==> config.mk <==
export PLATFORM = sky130hd
export DESIGN_NAME = ahfp_add_sub_mc
export DESIGN_NICKNAME = d
export VERILOG_FILES = /design/src/rtl/ahfp_pkg.sv /design/src/rtl/ahfp_add_sub_mc_unpack.sv /design/src/rtl/ahfp_add_sub_mc.sv
export SDC_FILE = /design/constraint.sdc
export NUM_CORES = 1
export LEC_CHECK = 0
export ABC_AREA = 1
export CORE_ASPECT_RATIO = 0.6
export CORE_MARGIN = 2
export CORE_UTILIZATION = 29
export CTS_BUF_LIST = sky130_fd_sc_hd__clkbuf_4 sky130_fd_sc_hd__clkbuf_8
export CTS_CLUSTER_DIAMETER = 200
export CTS_CLUSTER_SIZE = 14
export DETAILED_ROUTE_END_ITERATION = 10
export GPL_TIMING_DRIVEN = 0
export SETUP_SLACK_MARGIN = 0.02
export SLEW_MARGIN = 25
export SYNTH_ARGS = -nofsm -noshare
export SYNTH_HDL_FRONTEND = slang
export SYNTH_SLANG_ARGS = --single-unit
==> constraint.sdc <==
create_clock -name clk -period 4.7 [get_ports clk]
set_input_delay 0.94 -clock clk [delete_from_list [all_inputs] [get_ports clk]]
set_output_delay 0.94 -clock clk [all_outputs]
set_load 0.005 [all_outputs]
==> src/rtl/ahfp_pkg.sv <==
// Shared constants and state encoding for the ahfp_* floating-point custom instructions.
package ahfp_pkg;

    localparam int FP_EXP_W     = 8;
    localparam int FP_MAN_W     = 23;
    localparam int FP_ALIGN_CAP = 27;
    localparam int FP_BIAS      = 127;
    localparam int FP_EXP_MAX   = 255;

    localparam logic [31:0] QNAN = 32'h7FC0_0000;
    localparam logic [31:0] MAXF = 32'h7F7F_FFFF;

    typedef enum logic [2:0] {
        IDLE,
        UNPACK,
        ALIGN,
        ADD,
        NORM,
        PACK,
        DONE
    } state_e;

endpackage

==> src/rtl/ahfp_add_sub_mc_unpack.sv <==
// Combinational operand classifier: zero (denormals flushed), inf, NaN, plus
// sign, biased exponent and significand with the hidden bit restored.
module ahfp_add_sub_mc_unpack #(
    parameter int EXP_W = 8,
    parameter int MAN_W = 23
) (
    input  logic [EXP_W+MAN_W:0] op_i,
    output logic                 sign_o,
    output logic [EXP_W-1:0]     exp_o,
    output logic [MAN_W:0]       sig_o,
    output logic                 zero_o,
    output logic                 inf_o,
    output logic                 nan_o
);

    logic [EXP_W-1:0] exp_f;
    logic [MAN_W-1:0] man_f;
    logic             exp_ones;

    assign exp_f    = op_i[EXP_W+MAN_W-1:MAN_W];
    assign man_f    = op_i[MAN_W-1:0];
    assign exp_ones = &exp_f;

    assign sign_o = op_i[EXP_W+MAN_W];
    assign exp_o  = exp_f;
    assign zero_o = (exp_f == '0);
    assign inf_o  = exp_ones && (man_f == '0);
    assign nan_o  = exp_ones && (man_f != '0);
    assign sig_o  = zero_o ? '0 : {1'b1, man_f};

endmodule

==> src/rtl/ahfp_add_sub_mc.sv <==
// Multi-cycle IEEE single add/sub custom instruction (start/done handshake).
// Alignment and normalisation move one bit per enabled cycle; rounding is toward zero.
module ahfp_add_sub_mc
    import ahfp_pkg::*;
#(
    parameter int EXP_W     = FP_EXP_W,
    parameter int MAN_W     = FP_MAN_W,
    parameter int ALIGN_CAP = FP_ALIGN_CAP
) (
    input  logic                 clk,
    input  logic                 reset_n,
    input  logic                 clk_en,
    input  logic                 start,
    input  logic                 n,
    input  logic [EXP_W+MAN_W:0] dataa,
    input  logic [EXP_W+MAN_W:0] datab,
    output logic [EXP_W+MAN_W:0] result,
    output logic                 done
);

    localparam int FP_W  = 1 + EXP_W + MAN_W;
    localparam int EXT_W = MAN_W + 4;             // hidden + mantissa + G/R/S
    localparam int XE_W  = EXP_W + 1;
    localparam int CNT_W = $clog2(ALIGN_CAP + 1);

    localparam logic [FP_W-1:0] QNAN_V = {1'b0, {EXP_W{1'b1}}, 1'b1, {(MAN_W-1){1'b0}}};
    localparam logic [FP_W-2:0] MAXF_V = {{(EXP_W-1){1'b1}}, 1'b0, {MAN_W{1'b1}}};
    localparam logic [XE_W-1:0] EMAX_V = {1'b0, {EXP_W{1'b1}}};

    state_e             state_q, state_d;
    logic [FP_W-1:0]    opa_q, opa_d, opb_q, opb_d;
    logic               sa_q, sa_d, sb_q, sb_d;
    logic [XE_W-1:0]    ea_q, ea_d;
    logic [EXT_W:0]     ma_q, ma_d;
    logic [EXT_W-1:0]   mb_q, mb_d;
    logic [CNT_W-1:0]   cnt_q, cnt_d;
    logic               spec_q, spec_d, zero_q, zero_d;
    logic [FP_W-1:0]    spec_val_q, spec_val_d;
    logic [FP_W-1:0]    result_q, result_d;
    logic               done_q, done_d;

    logic               a_sign, b_sign, a_zero, b_zero, a_inf, b_inf, a_nan, b_nan;
    logic [EXP_W-1:0]   a_exp, b_exp;
    logic [MAN_W:0]     a_sig, b_sig;

    ahfp_add_sub_mc_unpack #(.EXP_W(EXP_W), .MAN_W(MAN_W)) u_unp_a (
        .op_i(opa_q), .sign_o(a_sign), .exp_o(a_exp), .sig_o(a_sig),
        .zero_o(a_zero), .inf_o(a_inf), .nan_o(a_nan)
    );

    ahfp_add_sub_mc_unpack #(.EXP_W(EXP_W), .MAN_W(MAN_W)) u_unp_b (
        .op_i(opb_q), .sign_o(b_sign), .exp_o(b_exp), .sig_o(b_sig),
        .zero_o(b_zero), .inf_o(b_inf), .nan_o(b_nan)
    );

    // Larger magnitude becomes A so the magnitude difference is never negative.
    logic               swap, special;
    logic               big_sign, small_sign;
    logic [EXP_W-1:0]   big_exp, small_exp, diff;
    logic [MAN_W:0]     big_sig, small_sig;
    logic [CNT_W-1:0]   shamt;
    logic [FP_W-1:0]    spec_val;

    assign swap       = opb_q[FP_W-2:0] > opa_q[FP_W-2:0];
    assign big_sign   = swap ? b_sign : a_sign;
    assign small_sign = swap ? a_sign : b_sign;
    assign big_exp    = swap ? b_exp  : a_exp;
    assign small_exp  = swap ? a_exp  : b_exp;
    assign big_sig    = swap ? b_sig  : a_sig;
    assign small_sig  = swap ? a_sig  : b_sig;
    assign diff       = big_exp - small_exp;
    assign shamt      = (diff > EXP_W'(ALIGN_CAP)) ? CNT_W'(ALIGN_CAP) : CNT_W'(diff);
    assign special    = a_nan | b_nan | a_inf | b_inf | a_zero | b_zero;

    always_comb begin
        spec_val = opa_q;
        if (a_nan || b_nan || (a_inf && b_inf && (a_sign != b_sign)))
            spec_val = QNAN_V;
        else if (a_inf)
            spec_val = {a_sign, {EXP_W{1'b1}}, {MAN_W{1'b0}}};
        else if (b_inf)
            spec_val = {b_sign, {EXP_W{1'b1}}, {MAN_W{1'b0}}};
        else if (a_zero && b_zero)
            spec_val = {a_sign & b_sign, {(FP_W-1){1'b0}}};
        else if (a_zero)
            spec_val = opb_q;
    end

    always_comb begin
        state_d    = state_q;
        opa_d      = opa_q;
        opb_d      = opb_q;
        sa_d       = sa_q;
        sb_d       = sb_q;
        ea_d       = ea_q;
        ma_d       = ma_q;
        mb_d       = mb_q;
        cnt_d      = cnt_q;
        spec_d     = spec_q;
        zero_d     = zero_q;
        spec_val_d = spec_val_q;
        result_d   = result_q;
        done_d     = 1'b0;
        case (state_q)
            IDLE: begin
                if (start) begin
                    opa_d   = dataa;
                    opb_d   = {datab[FP_W-1] ^ n, datab[FP_W-2:0]};
                    state_d = UNPACK;
                end
            end
            UNPACK: begin
                spec_d     = special;
                spec_val_d = spec_val;
                zero_d     = 1'b0;
                sa_d       = big_sign;
                sb_d       = small_sign;
                ea_d       = {1'b0, big_exp};
                ma_d       = {1'b0, big_sig, 3'b000};
                mb_d       = {small_sig, 3'b000};
                cnt_d      = shamt;
                if (special)            state_d = PACK;
                else if (shamt == '0)   state_d = ADD;
                else                    state_d = ALIGN;
            end
            ALIGN: begin
                mb_d  = {1'b0, mb_q[EXT_W-1:2], |mb_q[1:0]};
                cnt_d = cnt_q - 1'b1;
                if (cnt_q == CNT_W'(1)) state_d = ADD;
            end
            ADD: begin
                ma_d    = (sa_q == sb_q) ? ma_q + {1'b0, mb_q} : ma_q - {1'b0, mb_q};
                state_d = NORM;
            end
            NORM: begin
                if (ma_q[EXT_W]) begin
                    ma_d    = {1'b0, ma_q[EXT_W:2], |ma_q[1:0]};
                    ea_d    = ea_q + XE_W'(1);
                    state_d = PACK;
                end else if (ma_q == '0) begin
                    // Exact cancellation of two non-zero values is always +0.
                    zero_d  = 1'b1;
                    sa_d    = 1'b0;
                    state_d = PACK;
                end else if (ma_q[EXT_W-1]) begin
                    state_d = PACK;
                end else if (ea_q == XE_W'(1)) begin
                    zero_d  = 1'b1;
                    state_d = PACK;
                end else begin
                    ma_d = {ma_q[EXT_W-1:0], 1'b0};
                    ea_d = ea_q - XE_W'(1);
                end
            end
            PACK: begin
                if (spec_q)
                    result_d = spec_val_q;
                else if (zero_q)
                    result_d = {sa_q, {(FP_W-1){1'b0}}};
                else if (ea_q >= EMAX_V)
                    result_d = {sa_q, MAXF_V};
                else
                    result_d = {sa_q, ea_q[EXP_W-1:0], ma_q[EXT_W-2:3]};
                done_d  = 1'b1;
                state_d = DONE;
            end
            DONE: begin
                state_d = IDLE;
            end
            default: state_d = IDLE;
        endcase
    end

    always_ff @(posedge clk or negedge reset_n) begin
        if (!reset_n) begin
            state_q    <= IDLE;
            opa_q      <= '0;
            opb_q      <= '0;
            sa_q       <= 1'b0;
            sb_q       <= 1'b0;
            ea_q       <= '0;
            ma_q       <= '0;
            mb_q       <= '0;
            cnt_q      <= '0;
            spec_q     <= 1'b0;
            zero_q     <= 1'b0;
            spec_val_q <= '0;
            result_q   <= '0;
            done_q     <= 1'b0;
        end else if (clk_en) begin
            state_q    <= state_d;
            opa_q      <= opa_d;
            opb_q      <= opb_d;
            sa_q       <= sa_d;
            sb_q       <= sb_d;
            ea_q       <= ea_d;
            ma_q       <= ma_d;
            mb_q       <= mb_d;
            cnt_q      <= cnt_d;
            spec_q     <= spec_d;
            zero_q     <= zero_d;
            spec_val_q <= spec_val_d;
            result_q   <= result_d;
            done_q     <= done_d;
        end
    end

    assign result = result_q;
    assign done   = done_q;

endmodule
==> results.py, run 1 <==
metrics = {
    "outcome": {
        "status": "finished, final reports clean",
    },
    "critical_path": {
        "endpoint": "ma_q[26]",
        "cp_common_cell": "nand2_1",
        "cp.depth": 21,
        "critPathSlowestCell": "dfrtp_1",
        "path_max_fanout": 5,
        "timing.rr.end": "ma_q[26]",
        "crit_buf_inv": 0,
        "cp_cell_sequence": "nor3_1 > nand2_1 > nor4_1 > nand2_1 > nor3_1 > nand2_1 > nor2_1 > nor2_1 > xor2_1 > ha_1 > a21oi_1 > o21ai_0 > a21oi_1 > nand3_1 > nand3_1 > nand2_1 > a21boi_0 > o21ai_0 > or2_2 > nand3_1 > a32oi_1",
        "critPathCaptureType": "flop",
        "critPathLaunchType": "flop",
        "reg2reg_depth": 21,
        "rrSetupSlack_ns": 0.37,
        "crit_family": "simple AND/OR/NAND/NOR gates",
        "cp_data_arrival_time_ns": 4.75,
        "criticalPathCategory": "reg -> reg",
        "crit_path_start": "mb_q[0]",
        "max_stage_delay_ns": 0.48,
        "r2r-start": "mb_q[0]",
        "critical_path_required_ns": 5.12,
    },
    "grt": {
        "grt_max_degree": 81,
        "grt_usage": 0.227,
        "grt_pass1_vias": 12900,
        "grt_pass1_wl_um": 83500,
        "antenna_found_initial": 1,
        "gr-total-overflow": 0,
    },
    "timing": {
        "hold_viol": 0,
        "fin_skew_ns": 0.0341,
        "hold_ws_ns": 0.260,
        "setup_viol": 0,
        "layout_min_cycle_time_ns": 4.33,
        "slew_viol_final": 0,
        "worst_pin_slew_ns": 1.07,
        "rsz0062_at_grt": "false",
        "layout_worst_path_cycle_share": 0.920,
        "max_slew_margin": 0.286,
        "max_freq_ghz": 0.231,
    },
    "route": {
        "vias": 14300,
        "wirelength_um": 56400,
        "met3_length_um": 7100,
        "drt-initial-drc-count": 1939,
        "drcViolationCount": 0,
        "ant_nets": 0,
        "routedWlPerCell_um": 21.4,
        "first_pass_iters": 6,
        "via_per_inst": 5.42,
        "highest_layer": "met5",
        "dr_wl_met2_um": 19400,
        "met1_length_um": 29000,
    },
    "placement": {
        "io_buffers": 101,
        "gp_congestion": 0.954,
        "post-dp-hpwl_um": 45400,
    },
    "synthesis": {
        "synthesis.nets": 2016,
        "synth_cell_types": 50,
        "syn_area_per_cell_um2": 7.30,
        "synth_enable_flop_cells": 0,
        "seq_area_frac_synth": 0.374,
        "synthFlopType": "dfrtp_1",
        "synth.ff_latch_count": 205,
        "syn_area_mm2": 0.0137,
        "yosysWarnings": 0,
        "synth-async-reset-ratio": 1.00,
        "syn_inst": 1879,
    },
    "clock_network": {
        "numCtsBuffers": 18,
        "ctsResizeCount": 0,
        "cts_hold_buf": 0,
        "cts_setup_buffers": 0,
        "clk_latency_ns": 0.59,
        "cts.path.max_buffers": 3,
        "cts-root-buf": "clkbuf_8",
        "htree_levels": 1,
        "cts_tree": "built",
        "clk_pin_slew_worst_paths_ns": 0.09,
        "cts_num_sinks": 205,
    },
    "hold_path": {
        "hp-class": "in -> async",
    },
    "die": {
        "io_pins": 102,
        "die_w_um": 285,
        "initial_core_util": 0.295,
        "fp-row-count": 61,
        "coreArea_mm2": 0.0465,
        "fp.dieH_um": 172,
        "die-area_mm2": 0.0491,
    },
    "flow_run": {
        "drv_cap": 0,
    },
    "cells_and_area": {
        "num_antenna_cells": 0,
        "area_growth_pct": 15.5,
        "fin_nets": 2139,
        "drive_gt1_frac": 0.0305,
    },
}
==> sequential cells by signal (all words and copies together) (netlist names) <==
register and flops:
sb_q 1, spec_val_q 32, opa_q 32, state_q 3, zero_q 1, spec_q 1
ea_q 9, opb_q 32, done 1, cnt_q 5, sa_q 1, result 32
mb_q 27, ma_q 28
==> kinds of logic (layout without fill, tap and decap cells) <==
group | Yosys count | count (layout) | synth area share
AOI/OAI and AO/OA | 569 | 569 | 0.243
xor gates and xnor gates | 32 | 32 | 0.0204
adders and majority gates | 68 | 68 | 0.0626
buffers and inverters | 343 | 466 | 0.0960
DFF | 205 | 205 | 0.374
and+or+nand+nor | 662 | 662 | 0.204
==> cell type report <==
type                       instances  area (µm²)
inverter                         263         987
fill                            4911       30600
sequential                       205        5130
tap                              630         788
clock buffer                      19         262
timing repair buffer             103        1070
clock inverter                     1        7.51
multi-input combinational       1331        7260
buffer                            80         329
==> routing by layer <==
layer	global-route usage	vias up
met5	0	-
met4	0.0346	2
met3	0.0686	52
met2	0.279	789
met1	0.373	6812
li1	-	6620
==> worst min path at each step <==
stage | slack (ns) | end
6_report | 0.26 | spec_val_q[20]
5_1_grt | 0.27 | result[18]
4_1_cts | 0.26 | spec_val_q[13]
3_5_place_dp | 0.48 | spec_val_q[18]
3_3_place_gp | 0.47 | done
2_1_floorplan | 0.45 | spec_val_q[0]
==> through the flow <==
step	instances	util	TNS, ns	area [µm²]	setup WS (ns)
floorplan	1879	-	0	13700	1.30
global placement	2610	0.334	-1302.85	15500	-6.40
detailed placement	2612	0.335	0	15600	0.345
CTS	2632	0.341	0	15800	0.422
global route	2632	0.341	0	15800	0.0983
finish	2632	0.341	0	15800	0.375
==> cells in the mapped netlist, drive strengths merged (22+ instances only) <==
cell type	number	area, µm²
nand2	338	1300
inv	257	965
o21ai	214	1080
dfrtp	205	5130
nor2	183	704
a21oi	173	870
clkbuf	70	273
ha	67	838
nand3	65	340
o22ai	52	325
a2bb2oi	32	280
nand4	32	200
xor2	25	219
nor3	22	110
==> cells in the final DEF, fill, tap and decap left out, types with 4 or more instances in the layout <==
master and n:
a211oi_1 4, a21o_1 4, a21oi_1 172, a22oi_1 16, a2bb2oi_1 32, a31oi_1 7, a32oi_1 18, buf_1 5
clkbuf_1 69, clkbuf_8 20, clkdlybuf4s50_1 100, clkinv_1 6, dfrtp_1 205, ha_1 67, inv_1 253, inv_2 4
nand2_1 330, nand2_2 6, nand3_1 62, nand4_1 32, nor2_1 178, nor2_2 4, nor3_1 22, nor4_1 11
o211ai_1 18, o21ai_0 208, o21ai_1 4, o221ai_1 14, o22ai_1 52, o31ai_1 4, or2_2 8, xnor2_1 7
xor2_1 25
Power of run 1 is not shown: default switching activity piles up to over one toggle a cycle in this logic, so the estimate is an artifact.
==> run 2: changes to the inputs <==
- CORE_UTILIZATION: 29 -> 55
- CTS_CLUSTER_SIZE: 14 -> unset
- PLACE_DENSITY: unset -> 0.76
- SKIP_CTS_REPAIR_TIMING: unset -> 1
==> run 2 against run 1 <==
Effect of this change: register-to-register slack about the same; first-iteration DRC count up 22%; die area down 47%; critical endpoint is now ma_q[19]; highest routed layer is now met4.
==> results.py, run 2 (synthesis results as in run 1) <==
metrics = {
    "timing": {
        "tns_ns": 0,
        "layout_worst_path_cycle_share": 0.923,
        "layout_min_cycle_time_ns": 4.34,
        "hold_ws_ns": 0.216,
        "hold_viol": 0,
        "slew_viol_final": 0,
        "rsz0062_at_grt": "false",
        "max_freq_ghz": 0.231,
        "fin_skew_ns": 0.0175,
        "setup_viol": 0,
        "max_slew_margin": 0.326,
        "timing.final.ws_setup_ns": 0.363,
        "worst_pin_slew_ns": 1.01,
    },
    "critical_path": {
        "path_max_fanout": 10,
        "crit_buf_inv": 3,
        "rrSetupSlack_ns": 0.36,
        "cp_data_arrival_time_ns": 4.83,
        "critPathLaunchType": "flop",
        "cp_cell_sequence": "inv_1 > nand2_1 > nand2_1 > inv_1 > clkbuf_1 > o21ai_0 > xnor2_1 > ha_1 > nand2_1 > nor3_1 > nand3_1 > nand3_1 > a21oi_1 > o21ai_0 > a21oi_1 > or2_2 > nand3_1 > a32oi_1",
        "reg2reg_depth": 18,
        "critPathSlowestCell": "o21ai_0",
        "critPathCaptureType": "flop",
        "critical_path_required_ns": 5.19,
        "r2r-start": "sa_q",
        "max_stage_delay_ns": 0.49,
        "timing.rr.end": "ma_q[19]",
        "crit_family": "simple AND/OR/NAND/NOR gates",
        "criticalPathCategory": "reg -> reg",
    },
    "route": {
        "routedWlPerCell_um": 22.7,
        "first_pass_iters": 6,
        "ant_nets": 0,
        "wirelength_um": 53500,
        "drt-initial-drc-count": 2375,
        "via_per_inst": 6.21,
        "drcViolationCount": 0,
        "vias": 14700,
    },
    "cells_and_area": {
        "nFillCells": 2131,
        "seq_area_mm2": 0.00513,
        "fin_nets": 2152,
        "multi_input_area_mm2": 0.00731,
        "area_growth_pct": 16.4,
        "final_cell_mix": "330 x nand2_1, 253 x inv_1, 208 x o21ai_0",
        "finalNonFillerCells": 2361,
        "final_common_cell": "nand2_1",
        "drive_gt1_frac": 0.0520,
        "num_antenna_cells": 0,
    },
    "grt": {
        "grt_usage": 0.407,
        "antenna_found_initial": 2,
        "grt_pass1_wl_um": 81200,
        "grt_pass1_vias": 13700,
        "grt_max_degree": 91,
        "gr-total-overflow": 0,
    },
    "die": {
        "io_pins": 102,
        "initial_core_util": 0.563,
        "die-area_mm2": 0.0262,
        "die_w_um": 208,
        "fp.dieH_um": 126,
        "coreArea_mm2": 0.0243,
        "fp-row-count": 44,
    },
    "clock_network": {
        "htree_levels": 1,
        "cts_num_sinks": 205,
        "clk_pin_slew_worst_paths_ns": 0.08,
        "cts.path.max_buffers": 3,
        "clk_latency_ns": 0.63,
        "cts-root-buf": "clkbuf_8",
        "cts_tree": "built",
        "numCtsBuffers": 31,
    },
    "flow_run": {
        "drv_cap": 0,
    },
    "placement": {
        "io_buffers": 101,
        "dp_slack_ns": 0.120,
        "placed_cells": 2304,
        "post-dp-hpwl_um": 42800,
        "gp_congestion": 1.02,
    },
    "hold_path": {
        "hp-class": "in -> async",
    },
    "outcome": {
        "status": "finished, final reports clean",
    },
}
run 2: how the worst max path moves through the flow:
stage                    end  slack (ns)    start  cells past startpoint
floorplan           ma_q[26]        1.30  mb_q[1]                     21
global placement     ma_q[2]       -5.96  reset_n                      1
finish              ma_q[19]        0.36     sa_q                     18
detailed placement  ma_q[24]        0.12  mb_q[1]                     21
CTS                 ma_q[24]        0.12  mb_q[1]                     21
global route        ma_q[24]        0.09  mb_q[1]                     21
run 2: area by class of cell:
| type | count | area share |
|---|---|---|
| buffer | 80 | 0.0206 |
| multi-input combinational | 1331 | 0.458 |
| sequential | 205 | 0.321 |
| clock buffer | 43 | 0.0343 |
| clock inverter | 14 | 0.0110 |
| inverter | 263 | 0.0619 |
| timing repair buffer | 103 | 0.0671 |
| tap | 322 | 0.0252 |
run 2: worst reg2reg max path, delay by kind of cell, from the launching register on:
family                     cells  cell delay, ns
and+or+nand+nor                8            1.37
AOI/OAI and AO/OA              5            1.07
buffers and inverters          3            0.84
DFF                            1            0.37
adders and majority gates      1            0.35
xor gates and xnor gates       1            0.18
run 2: metrics by stage:
step / cell area, µm² / utilization
floorplan: 13700 / -
detailed placement: 15200 / 0.624
global route: 16000 / 0.656
global placement: 15100 / 0.622
CTS: 15900 / 0.654
finish: 16000 / 0.656
run 2: per-layer routing:
| layer | global-route usage | wire [µm] | up-vias | share of wire |
|---|---|---|---|---|
| met4 | 0.103 | 1320 | 0 | 0.025 |
| met1 | 0.611 | 23700 | 6927 | 0.44 |
| met2 | 0.512 | 19400 | 961 | 0.36 |
| li1 | - | - | 6679 | - |
| met5 | 0 | 0 | - | 0 |
| met3 | 0.197 | 9110 | 105 | 0.17 |
Power of run 2 is left out for the same reason.
==> run 3: changes to the inputs <==
- MAX_ROUTING_LAYER: unset -> met4
- SETUP_SLACK_MARGIN: 0.02 -> 0.1
==> run 3 against run 2 <==
Effect of this change: hold slack better by 0.059 ns; register-to-register slack worse by 0.05 ns; critical path depth is 5 higher; count of clock-buffer cells in the layout is 5 higher; sequential share of layout area is 0.083 points higher; critical path type unchanged.
==> results.py, run 3 (synthesis results as in run 1) <==
metrics = {
    "clock_network": {
        "clk_latency_ns": 0.58,
        "cts_num_sinks": 205,
        "htree_levels": 2,
        "cts-root-buf": "clkbuf_8",
        "cts.path.max_buffers": 3,
        "numCtsBuffers": 34,
        "cts_tree": "built",
        "clk_pin_slew_worst_paths_ns": 0.09,
    },
    "die": {
        "fp.dieH_um": 126,
        "io_pins": 102,
        "coreArea_mm2": 0.0243,
        "die-area_mm2": 0.0262,
        "initial_core_util": 0.563,
        "fp-row-count": 44,
        "die_w_um": 208,
    },
    "critical_path": {
        "path_max_fanout": 5,
        "critPathCaptureType": "flop",
        "cp_data_arrival_time_ns": 4.89,
        "critPathLaunchType": "flop",
        "critical_path_required_ns": 5.21,
        "rrSetupSlack_ns": 0.31,
        "criticalPathCategory": "reg -> reg",
    },
    "timing": {
        "rsz0062_at_grt": "false",
        "fin_skew_ns": 0.0252,
        "worst_pin_slew_ns": 1.03,
        "max_freq_ghz": 0.228,
        "setup_viol": 0,
        "max_slew_margin": 0.307,
        "hold_viol": 0,
        "tns_ns": 0,
        "slew_viol_final": 0,
        "layout_worst_path_cycle_share": 0.933,
        "layout_min_cycle_time_ns": 4.39,
    },
    "cells_and_area": {
        "fin_nets": 2155,
        "final_common_cell": "nand2_1",
        "drive_gt1_frac": 0.0529,
        "area_growth_pct": 16.1,
        "nFillCells": 2159,
        "final_util": 0.654,
        "final_cell_mix": "330 x nand2_1, 253 x inv_1, 207 x o21ai_0",
    },
    "grt": {
        "grt_usage": 0.422,
        "antenna_found_initial": 2,
        "grt_max_degree": 80,
        "grt_pass1_vias": 13600,
        "grt_pass1_wl_um": 81500,
        "gr-total-overflow": 0,
    },
    "outcome": {
        "status": "finished, final reports clean",
    },
    "route": {
        "drcViolationCount": 0,
        "via_per_inst": 6.28,
        "drt-initial-drc-count": 2319,
        "vias": 14900,
        "first_pass_iters": 7,
        "routedWlPerCell_um": 22.8,
        "met1_length_um": 24200,
        "met3_length_um": 8710,
        "dr_wl_met2_um": 20100,
        "ant_nets": 0,
        "wirelength_um": 54000,
        "highest_layer": "met4",
    },
    "flow_run": {
        "drv_cap": 0,
    },
    "placement": {
        "io_buffers": 101,
        "gp_congestion": 1.09,
        "post-dp-hpwl_um": 42900,
    },
    "hold_path": {
        "hp-class": "in -> async",
    },
}
-- run 3: metrics by stage --
| stage | hold slack (ns) | std cells | area [µm²] | worst slack (ns) |
|---|---|---|---|---|
| 2_1_floorplan | 0.453 | 1879 | 13700 | 1.30 |
| 3_3_place_gp | 0.465 | 2302 | 15100 | -5.98 |
| 3_5_place_dp | 0.474 | 2304 | 15200 | 0.282 |
| 4_1_cts | 0.283 | 2364 | 15900 | 0.267 |
| 5_1_grt | 0.305 | 2366 | 15900 | 0.0915 |
| 6_report | 0.275 | 2367 | 15900 | 0.313 |
-- run 3: worst paths after layout --
check | start | endpoint | cells past startpoint
hold reg to reg | spec_val_q[9] | spec_val_q[9] | 2
min in group clk | spec_val_q[9] | spec_val_q[9] | 2
max in group asynchronous | reset_n | mb_q[0] | 2
hold / removal | reset_n | ea_q[0] | 1
setup / recovery | mb_q[0] | ma_q[27] | 23
setup reg to reg | mb_q[0] | ma_q[27] | 23
-- run 3: metal layers --
metal | vias up | track usage
met2 | 968 | 0.522
met3 | 82 | 0.179
li1 | 6698 | -
met1 | 7116 | 0.628
met5 | - | -
met4 | 0 | 0.0839
-- run 3: final cells by class --
class                      instances  area, µm²  area share
multi-input combinational       1331       7300       0.459
sequential                       205       5130       0.322
antenna                            3       7.51    0.000472
buffer                            80        330      0.0208
inverter                         263        987      0.0620
clock inverter                    12       71.3     0.00448
tap                              322        403      0.0253
timing repair buffer             103       1070      0.0673
clock buffer                      48        617      0.0388
-- run 3: worst max-delay path, stage by stage (launching register included) --
cell and delay, ns:
dfrtp_1 0.39, inv_1 0.08, ha_1 0.19, nand3_1 0.18
nor4_2 0.33, nor2_1 0.13, inv_1 0.07, nand2_1 0.08
inv_1 0.08, nand2_1 0.09, inv_1 0.08, o21ai_0 0.15
inv_1 0.10, o21ai_0 0.17, xor2_1 0.22, ha_1 0.38
a21oi_1 0.23, o21ai_0 0.16, a21oi_1 0.22, nand3_1 0.27
a221oi_2 0.36, xor2_1 0.17, nand3_1 0.08, o21ai_1 0.09
Power of run 3 is left out for the same reason.
==> variant, RTL diff (flow settings as in run 2) <==
Register the output `result` once more, cleared by the reset; this adds one clock of latency there. The other outputs are not delayed to match.
--- a/src/rtl/ahfp_add_sub_mc.sv
+++ b/src/rtl/ahfp_add_sub_mc.sv
@@ -206,5 +206,11 @@
     end
 
-    assign result = result_q;
+    always_ff @(posedge clk or negedge reset_n) begin
+        if (!reset_n) begin
+            result <= '0;
+        end else begin
+            result <= result_q;
+        end
+    end
     assign done   = done_q;
 
Function: changed (Yosys sat finds a counterexample within 4 cycles, from zero or initial values and one cycle with reset_n low).
==> variant against run 2 <==
Design area up 6.4%. Non-clock buffer count up 4. Synthesized area up 6.8%. Routed wire length about the same. Setup slack about the same. Sequential cell count up 32. Hold slack better by 0.099 ns.
Power is not shown: default switching activity piles up to over one toggle a cycle in this logic, so the estimate is an artifact.
==> variant: results (changes against run 2) <==
metric,value,unit,change
syn_nets,2078,,"was 2,016"
DPL Wire Length,42.39,mm,was 42.83 mm
TritonCTS Buffers,38,,was 31
Met1 Wirelength,24.03,mm,was 23.72 mm
met3 GRT Util,15.53,%,was 19.71%
met1 GRT Util,57.61,%,was 61.07%
met2 usage,49.82,%,was 51.16%
Synth Area in Adders,5.860,%,was 6.261%
Yosys cell types,53,,was 50
final RePlAce weighted congestion,1.066,,was 1.022
via count,15150,,"was 14,670"
first-pass GRT wire length,80.35,mm,was 81.23 mm
wire length on met2,20.15,mm,was 19.39 mm
vias in the first global route,13570,,"was 13,700"
largest net degree at the start of global routing,89,,was 91
CTS H-tree depth,2,,was 1
layout cell share with drive strength beyond 1,5.121,%,was 5.199%
sequential area share after synthesis,40.49,%,was 37.42%
post-synthesis xor/xnor area fraction,1.914,%,was 2.044%
post-synthesis compound-gate area fraction,23.15,%,was 24.30%
Area after DPL,16170,um2,"was 15,180 um2"
run status,"finished, final reports clean",,unchanged
Global Route Usage Sum,38.09,%,was 40.73%
synth cell count leaders,"329 x nand2_1, 280 x inv_1, 237 x dfrtp_1, 233 x o21ai_0, 169 x a21oi_1",,"was 330 x nand2_1, 253 x inv_1, 208 x o21ai_0, 205 x dfrtp_1, 178 x nor2_1"
Setup Skew,0.02327,ns,was 0.01751 ns
Worst Path Arrival,4.79,ns,was 4.83 ns
clk_lat worst skew,0.58,ns,was 0.63 ns
DRT iter0 DRCs,2104,,"was 2,375"
WL/cell,21.66,um,was 22.68 um
Max-slew headroom,20.03,%,was 32.63%
Synth area leaders,"dfrtp_1 40%, nand2_1 8.4%, o21ai_0 8.0%",,"was dfrtp_1 37%, nand2_1 9.0%, o21ai_0 7.6%"
routed length on met3,8.356,mm,was 9.107 mm
initial antenna violation count,3,,was 2
nets@finish,2221,,"was 2,152"
variant: path summary, 6_finish.rpt:
kind                                   start      endpoint  slack [ns]  cells after the start
worst max-delay path                    sa_q      ma_q[27]        0.36                     21
min in group clk                result_q[18]    result[18]        0.37                      0
worst min-delay path                 reset_n  result_q[29]        0.32                      1
worst min register to register  result_q[18]    result[18]        0.37                      0
max in group asynchronous            reset_n       ma_q[0]        3.54                      2
worst max register to register          sa_q      ma_q[27]        0.36                     21
variant: final cells by class:
type                    instances  area, um2
fillers                      2391       9320
multi-input cells            1333       7331
flip-flops and latches        237       5931
inverters                     287       1077
repair buffers                103       1071
clock buffers                  58      698.2
well taps                     360      450.4
plain buffers                  84      324.1
clock inverters                 7      92.59
diodes                          3      7.507
variant: metrics by stage:
stage / instances / utilization, % / hold WS (ns) / worst slack (ns)
after floorplan: 1941 / - / 0.3537 / 1.346
after global placement: 2402 / 61.24 / 0.3566 / -7.330
after detailed placement: 2404 / 61.47 / 0.3609 / 0.4867
after CTS: 2469 / 64.48 / 0.3125 / 0.4497
after global routing: 2469 / 64.54 / 0.3421 / 0.03863
final: 2472 / 64.57 / 0.3156 / 0.3635
variant: worst max-delay path: stages, from the launching register on:
cell      delay (ns)
dfrtp_1         0.38
inv_1           0.11
nand2_1         0.06
nand2_1         0.31
inv_1           0.22
clkbuf_2        0.28
o21ai_0         0.15
nand2_1         0.09
xor2_1          0.15
ha_1            0.38
nand2_1         0.13
nor2_1          0.13
inv_1           0.07
nor3_1          0.34
a21oi_1         0.17
o21ai_0         0.30
nand2_1         0.16
nand3_1         0.12
o21ai_0         0.19
or2_2           0.33
nand3_1         0.07
o21ai_0         0.08
